### src/rtl/uart_pkg.sv
// ============================================================================
//  Module      : uart_pkg
//  Description : Shared types and constants for the buffered UART receiver.
//                Defines the receive FSM state encoding, the data-bit count
//                and default bit-timing values for a 100 MHz system clock.
//  Revision    : 1.0 - initial release
// ============================================================================
`default_nettype none

package uart_pkg;

    localparam int UART_DATA_BITS = 8;

    // Default bit timing for a 100 MHz clock
    localparam int UART_CLKS_PER_BIT_100M_10K   = 10000;
    localparam int UART_DIV_WIDTH_100M_10K      = 14;
    localparam int UART_CLKS_PER_BIT_100M_115K2 = 868;
    localparam int UART_DIV_WIDTH_100M_115K2    = 10;

    typedef enum logic [2:0] {
        IDLE      = 3'd0,
        START     = 3'd1,
        DATA      = 3'd2,
        PARITY    = 3'd3,
        STOP      = 3'd4,
        WAIT_IDLE = 3'd5
    } rx_state_t;

endpackage

`default_nettype wire

### src/rtl/rx_byte_fifo.sv
// ============================================================================
//  Module      : rx_byte_fifo
//  Description : Single-clock synchronous byte FIFO, 2**DEPTH_LOG2 entries.
//                Head is read combinationally; a write into a full FIFO is
//                accepted only when a pop happens in the same cycle.
//  Revision    : 1.0 - initial release
// ============================================================================
`default_nettype none

module rx_byte_fifo
    import uart_pkg::*;
#(
    parameter int DEPTH_LOG2 = 3
) (
    input  logic                      Clk_100M,
    input  logic                      Reset,
    input  logic                      wr_en,
    input  logic [UART_DATA_BITS-1:0] wr_data,
    input  logic                      rd_en,
    output logic [UART_DATA_BITS-1:0] rd_data,
    output logic [DEPTH_LOG2:0]       count,
    output logic                      full,
    output logic                      empty
);

    localparam int c_DEPTH = 2 ** DEPTH_LOG2;

    logic [UART_DATA_BITS-1:0] r_mem [c_DEPTH];
    logic [DEPTH_LOG2-1:0]     r_wrPtr;
    logic [DEPTH_LOG2-1:0]     r_rdPtr;
    logic [DEPTH_LOG2:0]       r_count;
    logic                      w_doRead;
    logic                      w_doWrite;

    assign empty     = (r_count == '0);
    assign full      = (r_count == (DEPTH_LOG2 + 1)'(c_DEPTH));
    assign w_doRead  = rd_en && !empty;
    // A full FIFO frees a slot in the same cycle it is popped
    assign w_doWrite = wr_en && (!full || w_doRead);
    assign rd_data   = r_mem[r_rdPtr];
    assign count     = r_count;

    // Storage array; cleared on reset so the head reads 0 when empty
    always_ff @(posedge Clk_100M or negedge Reset) begin
        if (!Reset) begin
            for (int i = 0; i < c_DEPTH; i++) begin
                r_mem[i] <= '0;
            end
        end else if (w_doWrite) begin
            r_mem[r_wrPtr] <= wr_data;
        end
    end

    // Pointers wrap modulo the depth; occupancy tracks write minus read
    always_ff @(posedge Clk_100M or negedge Reset) begin
        if (!Reset) begin
            r_wrPtr <= '0;
            r_rdPtr <= '0;
            r_count <= '0;
        end else begin
            if (w_doWrite) begin
                r_wrPtr <= r_wrPtr + 1'b1;
            end
            if (w_doRead) begin
                r_rdPtr <= r_rdPtr + 1'b1;
            end
            case ({w_doWrite, w_doRead})
                2'b10:   r_count <= r_count + 1'b1;
                2'b01:   r_count <= r_count - 1'b1;
                default: r_count <= r_count;
            endcase
        end
    end

endmodule

`default_nettype wire

### src/rtl/uart_rx_buffered.sv
// ============================================================================
//  Module      : uart_rx_buffered
//  Description : UART receiver with byte FIFO and four-phase Rx_Ready/Rx_Ack
//                output handshake. Frames are sampled at mid-bit.
//                Build option: define UART_RX_PARITY_EN for 8E1 frames
//                (default build receives 8N1).
//  Revision    : 1.0 - initial release
// ============================================================================
`default_nettype none

module uart_rx_buffered
    import uart_pkg::*;
#(
    parameter int CLKS_PER_BIT = 10000,
    parameter int DIV_WIDTH    = 14,
    parameter int DEPTH_LOG2   = 3
) (
    input  logic                      Clk_100M,
    input  logic                      Reset,
    input  logic                      Rx,
    input  logic                      Rx_Ack,
    output logic [UART_DATA_BITS-1:0] Rx_Data,
    output logic                      Rx_Ready,
    output logic [DEPTH_LOG2:0]       Rx_Count,
    output logic                      Frame_Err,
    output logic                      Overflow
);

    localparam logic [DIV_WIDTH-1:0] c_HALF_BIT_LAST = DIV_WIDTH'(CLKS_PER_BIT / 2 - 1);
    localparam logic [DIV_WIDTH-1:0] c_FULL_BIT_LAST = DIV_WIDTH'(CLKS_PER_BIT - 1);
    localparam logic [2:0]           c_LAST_BIT_IDX  = 3'(UART_DATA_BITS - 1);

    logic                      r_rxMeta;
    logic                      r_rxSync;
    rx_state_t                 r_state;
    rx_state_t                 w_stateNext;
    logic [DIV_WIDTH-1:0]      r_bitCnt;
    logic [DIV_WIDTH-1:0]      w_bitCntNext;
    logic [2:0]                r_bitIdx;
    logic [2:0]                w_bitIdxNext;
    logic [UART_DATA_BITS-1:0] r_shift;
    logic [UART_DATA_BITS-1:0] w_shiftNext;
    logic                      w_parityOk;
    logic                      w_byteDone;
    logic                      w_frameErr;
    logic                      r_frameErr;
    logic                      r_ready;
    logic                      r_overflow;
    logic                      w_pop;
    logic                      w_full;
    logic                      w_empty;

`ifdef UART_RX_PARITY_EN
    logic r_parityBit;
    logic w_parityBitNext;

    // Data plus parity must carry an even number of ones
    assign w_parityOk = ~(^{r_shift, r_parityBit});
`else
    assign w_parityOk = 1'b1;
`endif

    // Two-flop synchroniser; idles high so reset does not look like a start bit
    always_ff @(posedge Clk_100M or negedge Reset) begin
        if (!Reset) begin
            r_rxMeta <= 1'b1;
            r_rxSync <= 1'b1;
        end else begin
            r_rxMeta <= Rx;
            r_rxSync <= r_rxMeta;
        end
    end

    // Receive FSM state and datapath registers
    always_ff @(posedge Clk_100M or negedge Reset) begin
        if (!Reset) begin
            r_state    <= IDLE;
            r_bitCnt   <= '0;
            r_bitIdx   <= '0;
            r_shift    <= '0;
            r_frameErr <= 1'b0;
`ifdef UART_RX_PARITY_EN
            r_parityBit <= 1'b0;
`endif
        end else begin
            r_state    <= w_stateNext;
            r_bitCnt   <= w_bitCntNext;
            r_bitIdx   <= w_bitIdxNext;
            r_shift    <= w_shiftNext;
            r_frameErr <= w_frameErr;
`ifdef UART_RX_PARITY_EN
            r_parityBit <= w_parityBitNext;
`endif
        end
    end

    // Next-state, bit timing and frame accept/reject decisions
    always_comb begin
        w_stateNext  = r_state;
        w_bitCntNext = r_bitCnt + 1'b1;
        w_bitIdxNext = r_bitIdx;
        w_shiftNext  = r_shift;
        w_byteDone   = 1'b0;
        w_frameErr   = 1'b0;
`ifdef UART_RX_PARITY_EN
        w_parityBitNext = r_parityBit;
`endif
        case (r_state)
            IDLE: begin
                w_bitCntNext = '0;
                if (!r_rxSync) begin
                    w_stateNext = START;
                end
            end
            START: begin
                // Re-check the line at mid start bit to reject glitches
                if (r_bitCnt == c_HALF_BIT_LAST) begin
                    w_bitCntNext = '0;
                    w_bitIdxNext = '0;
                    w_stateNext  = r_rxSync ? IDLE : DATA;
                end
            end
            DATA: begin
                if (r_bitCnt == c_FULL_BIT_LAST) begin
                    w_bitCntNext = '0;
                    w_shiftNext  = {r_rxSync, r_shift[UART_DATA_BITS-1:1]};
                    w_bitIdxNext = r_bitIdx + 1'b1;
                    if (r_bitIdx == c_LAST_BIT_IDX) begin
`ifdef UART_RX_PARITY_EN
                        w_stateNext = PARITY;
`else
                        w_stateNext = STOP;
`endif
                    end
                end
            end
`ifdef UART_RX_PARITY_EN
            PARITY: begin
                if (r_bitCnt == c_FULL_BIT_LAST) begin
                    w_bitCntNext    = '0;
                    w_parityBitNext = r_rxSync;
                    w_stateNext     = STOP;
                end
            end
`endif
            STOP: begin
                if (r_bitCnt == c_FULL_BIT_LAST) begin
                    w_bitCntNext = '0;
                    if (r_rxSync && w_parityOk) begin
                        w_byteDone  = 1'b1;
                        w_stateNext = IDLE;
                    end else begin
                        w_frameErr  = 1'b1;
                        w_stateNext = WAIT_IDLE;
                    end
                end
            end
            WAIT_IDLE: begin
                // A held break must not be mistaken for a new start bit
                w_bitCntNext = '0;
                if (r_rxSync) begin
                    w_stateNext = IDLE;
                end
            end
            default: begin
                w_bitCntNext = '0;
                w_stateNext  = IDLE;
            end
        endcase
    end

    rx_byte_fifo #(
        .DEPTH_LOG2 (DEPTH_LOG2)
    ) u_fifo (
        .Clk_100M (Clk_100M),
        .Reset    (Reset),
        .wr_en    (w_byteDone),
        .wr_data  (r_shift),
        .rd_en    (w_pop),
        .rd_data  (Rx_Data),
        .count    (Rx_Count),
        .full     (w_full),
        .empty    (w_empty)
    );

    assign w_pop = r_ready && Rx_Ack;

    // Four-phase handshake: raise on data with Ack low, drop on Ack
    always_ff @(posedge Clk_100M or negedge Reset) begin
        if (!Reset) begin
            r_ready <= 1'b0;
        end else if (r_ready) begin
            if (Rx_Ack) begin
                r_ready <= 1'b0;
            end
        end else if (!Rx_Ack && !w_empty) begin
            r_ready <= 1'b1;
        end
    end

    // Sticky overflow when a completed byte finds no free slot
    always_ff @(posedge Clk_100M or negedge Reset) begin
        if (!Reset) begin
            r_overflow <= 1'b0;
        end else if (w_byteDone && w_full && !w_pop) begin
            r_overflow <= 1'b1;
        end
    end

    assign Rx_Ready  = r_ready;
    assign Frame_Err = r_frameErr;
    assign Overflow  = r_overflow;

endmodule

`default_nettype wire

### config.mk
export PLATFORM = sky130hd
export DESIGN_NAME = uart_rx_buffered
export DESIGN_NICKNAME = d
export VERILOG_FILES = /design/src/rtl/uart_pkg.sv /design/src/rtl/rx_byte_fifo.sv /design/src/rtl/uart_rx_buffered.sv
export SDC_FILE = /design/constraint.sdc
export NUM_CORES = 1
export LEC_CHECK = 0
export ABC_AREA = 0
export BUFFER_PORTS_ARGS = -buffer_cell sky130_fd_sc_hd__buf_2
export CAP_MARGIN = 20
export CORE_MARGIN = 8
export CORE_UTILIZATION = 50
export DETAILED_ROUTE_END_ITERATION = 12
export PLACE_DENSITY = 0.64
export SLEW_MARGIN = 25
export SYNTH_ARGS = -nofsm -noshare
export SYNTH_HDL_FRONTEND = slang
export SYNTH_HIERARCHICAL = 1
export SYNTH_SLANG_ARGS = --single-unit
### constraint.sdc
create_clock -name Clk_100M -period 5 [get_ports Clk_100M]
set_input_delay 1 -clock Clk_100M [delete_from_list [all_inputs] [get_ports Clk_100M]]
set_output_delay 1 -clock Clk_100M [all_outputs]
set_load 0.05 [all_outputs]
==> results.cfg <==
[status]
outcome = finished clean

[power]
leakage_nw = 2.65
switchingPower_uw = 587
switching_share_pct = 31.7
power_density_mw_per_mm2 = 331
pwr-share-clk_pct = 28.7
power_mw = 1.85
p_int_mw = 1.26
seq_power_share_pct = 52.8
peakVddDrop_mv = 0.193
comb_power_share_pct = 18.4

[die]
dieArea_mm2 = 0.0139
coreArea_mm2 = 0.0102
initial_core_util_pct = 50.8
fp.dieW_um = 118
boundaryPins = 19
placement_rows = 37
die_y_um = 118

[hold_path]
worstHoldEndpoint = r_rxSync$_DFF_PN1_
hp-class = register to register
hold_start = r_rxMeta$_DFF_PN1_
hold_depth = 0

[cts]
postCtsHoldBufs = 0
clk_path_buf_depth = 2
cts_resized = 0
numCtsBuffers = 9
cts_setup_buffers = 0
path_clk_slew_ns = 0.10
clock_latency_ns = 0.36
cts_htree_levels = 3
cts-root-buf = clkbuf_8
cts_tree = yes
clkSinkCount = 107

[sta]
drv_slew = 0
finalClockSkew_ns = 0.0127
hold_violations = 0
setup_viol = 0
max_slew.worst_pin.slew_ns = 0.891
setup_tns_ns = 0
rsz0062_at_grt = false
finalCritPeriodShare_pct = 75.9
fmax_mhz = 263
period_needed_ns = 3.80
slew_headroom_pct = 40.6

[finish]
diodes = 0
drive_above_1_share_pct = 39.2
n_fill_cell = 851
syn_to_final_growth_pct = 7.61
multi_input_area_mm2 = 0.00239
register_area_mm2 = 0.00268
fin_nets = 399

[global_route]
grt_max_degree = 80
grt_overflow_total = 0
antenna_found_initial = 0
grt_pass1_wl_mm = 16.2
grt_pass1_vias = 3151
grt.total_usage_pct = 14.3

[setup_path]
critPathLaunchType = register
worstPathRequired_ns = 5.22
cp_max_fo = 9
rr_worst_depth = 10
arrival_ns = 4.02
reg2reg_from = r_bitCnt[0]$_DFF_PN0_
critPathKind = register to register
rrSetupSlack_ns = 1.20
end_kind = register
reg2reg_to = u_fifo/count[3]$_DFFE_PN0P_

[logic_synthesis]
yosys.area_share.simple_pct = 8.76
synth.top_cell.area_share_pct = 50.6
synth.largest_area_cell = dfrtp_1
ys.flop_type = dfrtp_1
synthTopCellsByCount = dfrtp_1 (105), mux2_2 (82), nor2_1 (22)
synth_top_family_by_area = multiplexers
synth_edf_count = 0
synth_cells = 369
yosysMostFrequentCell = dfrtp_1
synth-seq-area-share_pct = 51.6
synthArstFlopShare_pct = 100
syn_avg_cell_area_um2 = 14.1
synthAdderAreaFrac_pct = 2.31
syn-num-nets = 382
yosysWarnings = 6
synth_compound_area_share_pct = 6.38
synth.mux.area_fraction_pct = 25.5
synthTopCellsByArea = dfrtp_1 (51%), mux2_2 (18%), mux4_2 (6.9%), xnor2_1 (2.2%), ha_1 (1.9%)
syn_area_mm2 = 0.00520
synth-seq-cells = 107
synth-xor-area-share_pct = 3.03
yosysUniqueCellTypes = 53

[run]
max_cap_viol_count = 0

[detailed_routing]
drc_errors = 0
wl_per_cell_um = 17.6
postRouteAntennaNets = 0
vias = 2944
drtIter0Drc = 134
via_per_inst = 5.60
routed_wl_mm = 9.27
drt_pre_antenna_iters = 4

[placed_design]
dp_hpwl_mm = 6.04
gp_congestion = 0.755
portBuffers = 18
## stage by stage
stage	area [um2]	instances	hold slack [ns]	util (%)	setup WS, ns
2_1_floorplan	5200	369	0.345	-	1.66
3_3_place_gp	5390	511	0.347	52.7	1.28
3_5_place_dp	5390	511	0.349	52.7	1.12
4_1_cts	5590	526	0.363	54.6	1.22
5_1_grt	5590	526	0.369	54.7	0.939
6_report	5590	526	0.362	54.7	1.20
## logic make-up after synthesis
| kind of cell | count (synthesis) |
|---|---|
| DFF | 107 |
| muxes | 102 |
| and+or+nand+nor | 79 |
| AOI/OAI and AO/OA | 28 |
| buffers and inverters | 26 |
| xor gates and xnor gates | 18 |
| adders and majority gates | 9 |
## worst max-delay path, cell delays in order (launching register included)
cell	delay (ns)
dfrtp_1	0.40
ha_1	0.21
and3_1	0.33
nand4_4	0.23
nor2_1	0.65
o21ai_2	0.19
ha_1	0.34
ha_1	0.37
or4b_2	0.66
o311ai_0	0.14
o211ai_1	0.14
## metal layers
| layer | GRT usage (%) | vias to the layer above | routed length (um) |
|---|---|---|---|
| li1 | - | 1382 | - |
| met1 | 18.9 | 1525 | 4450 |
| met2 | 23.5 | 26 | 4510 |
| met3 | 2.54 | 11 | 199 |
| met4 | 4.40 | 0 | 108 |
| met5 | 0 | - | 0 |
## power groups by stage
stage	Combinational [mW]	Clock, mW	Sequential [mW]
after CTS	0.348	0.551	0.981
after floorplan	0.257	0	0.997
after global placement	0.339	0	0.998
after global routing	0.372	0.590	0.988
final	0.341	0.532	0.978
after detailed placement	0.347	0	0.998
## layout by cell type (no fill, tap or decap), types with 3 or more instances in the layout
| master | n |
|---|---|
| nor3b_1 | 4 |
| dfrtp_1 | 105 |
| o211ai_4 | 3 |
| inv_1 | 12 |
| mux2_2 | 82 |
| o2111ai_4 | 3 |
| xor2_1 | 5 |
| ha_1 | 8 |
| a21oi_1 | 5 |
| xnor2_1 | 13 |
| mux4_2 | 16 |
| nor2b_1 | 7 |
| inv_6 | 3 |
| mux2i_1 | 3 |
| buf_2 | 17 |
| clkbuf_8 | 9 |
| nor2_1 | 22 |
| nand4_1 | 5 |
| nand3_1 | 7 |
| nand2_1 | 15 |
| nor3_1 | 3 |
## how the worst max path moves through the flow
stage | startpoint | to | slack (ns) | depth (start not counted)
3_5_place_dp | Rx_Ack | u_fifo/count[3]$_DFFE_PN0P_ | 1.12 | 10
2_1_floorplan | Rx_Ack | u_fifo/count[3]$_DFFE_PN0P_ | 1.66 | 10
4_1_cts | r_bitCnt[0]$_DFF_PN0_ | u_fifo/count[3]$_DFFE_PN0P_ | 1.22 | 10
5_1_grt | r_bitCnt[0]$_DFF_PN0_ | u_fifo/count[3]$_DFFE_PN0P_ | 0.94 | 10
3_3_place_gp | Rx_Ack | u_fifo/count[3]$_DFFE_PN0P_ | 1.28 | 10
6_report | r_bitCnt[0]$_DFF_PN0_ | u_fifo/count[3]$_DFFE_PN0P_ | 1.20 | 10
## state kept, by name (all words and copies together) (netlist names), 3 cells and up
register / flops
r_bitCnt: 14
r_bitIdx: 3
r_shift: 8
r_state: 3
u_fifo/count: 4
u_fifo/r_mem: 64
u_fifo/r_rdPtr: 3
u_fifo/r_wrPtr: 3
## cell type report
class | count | share of cell area, %
Sequential cell | 107 | 47.9
Multi-Input combinational cell | 236 | 42.7
Tap cell | 136 | 3.04
Clock buffer | 9 | 2.21
Timing Repair Buffer | 20 | 1.99
Clock inverter | 6 | 1.30
Inverter | 12 | 0.805
(Power assumes the default switching activity.)
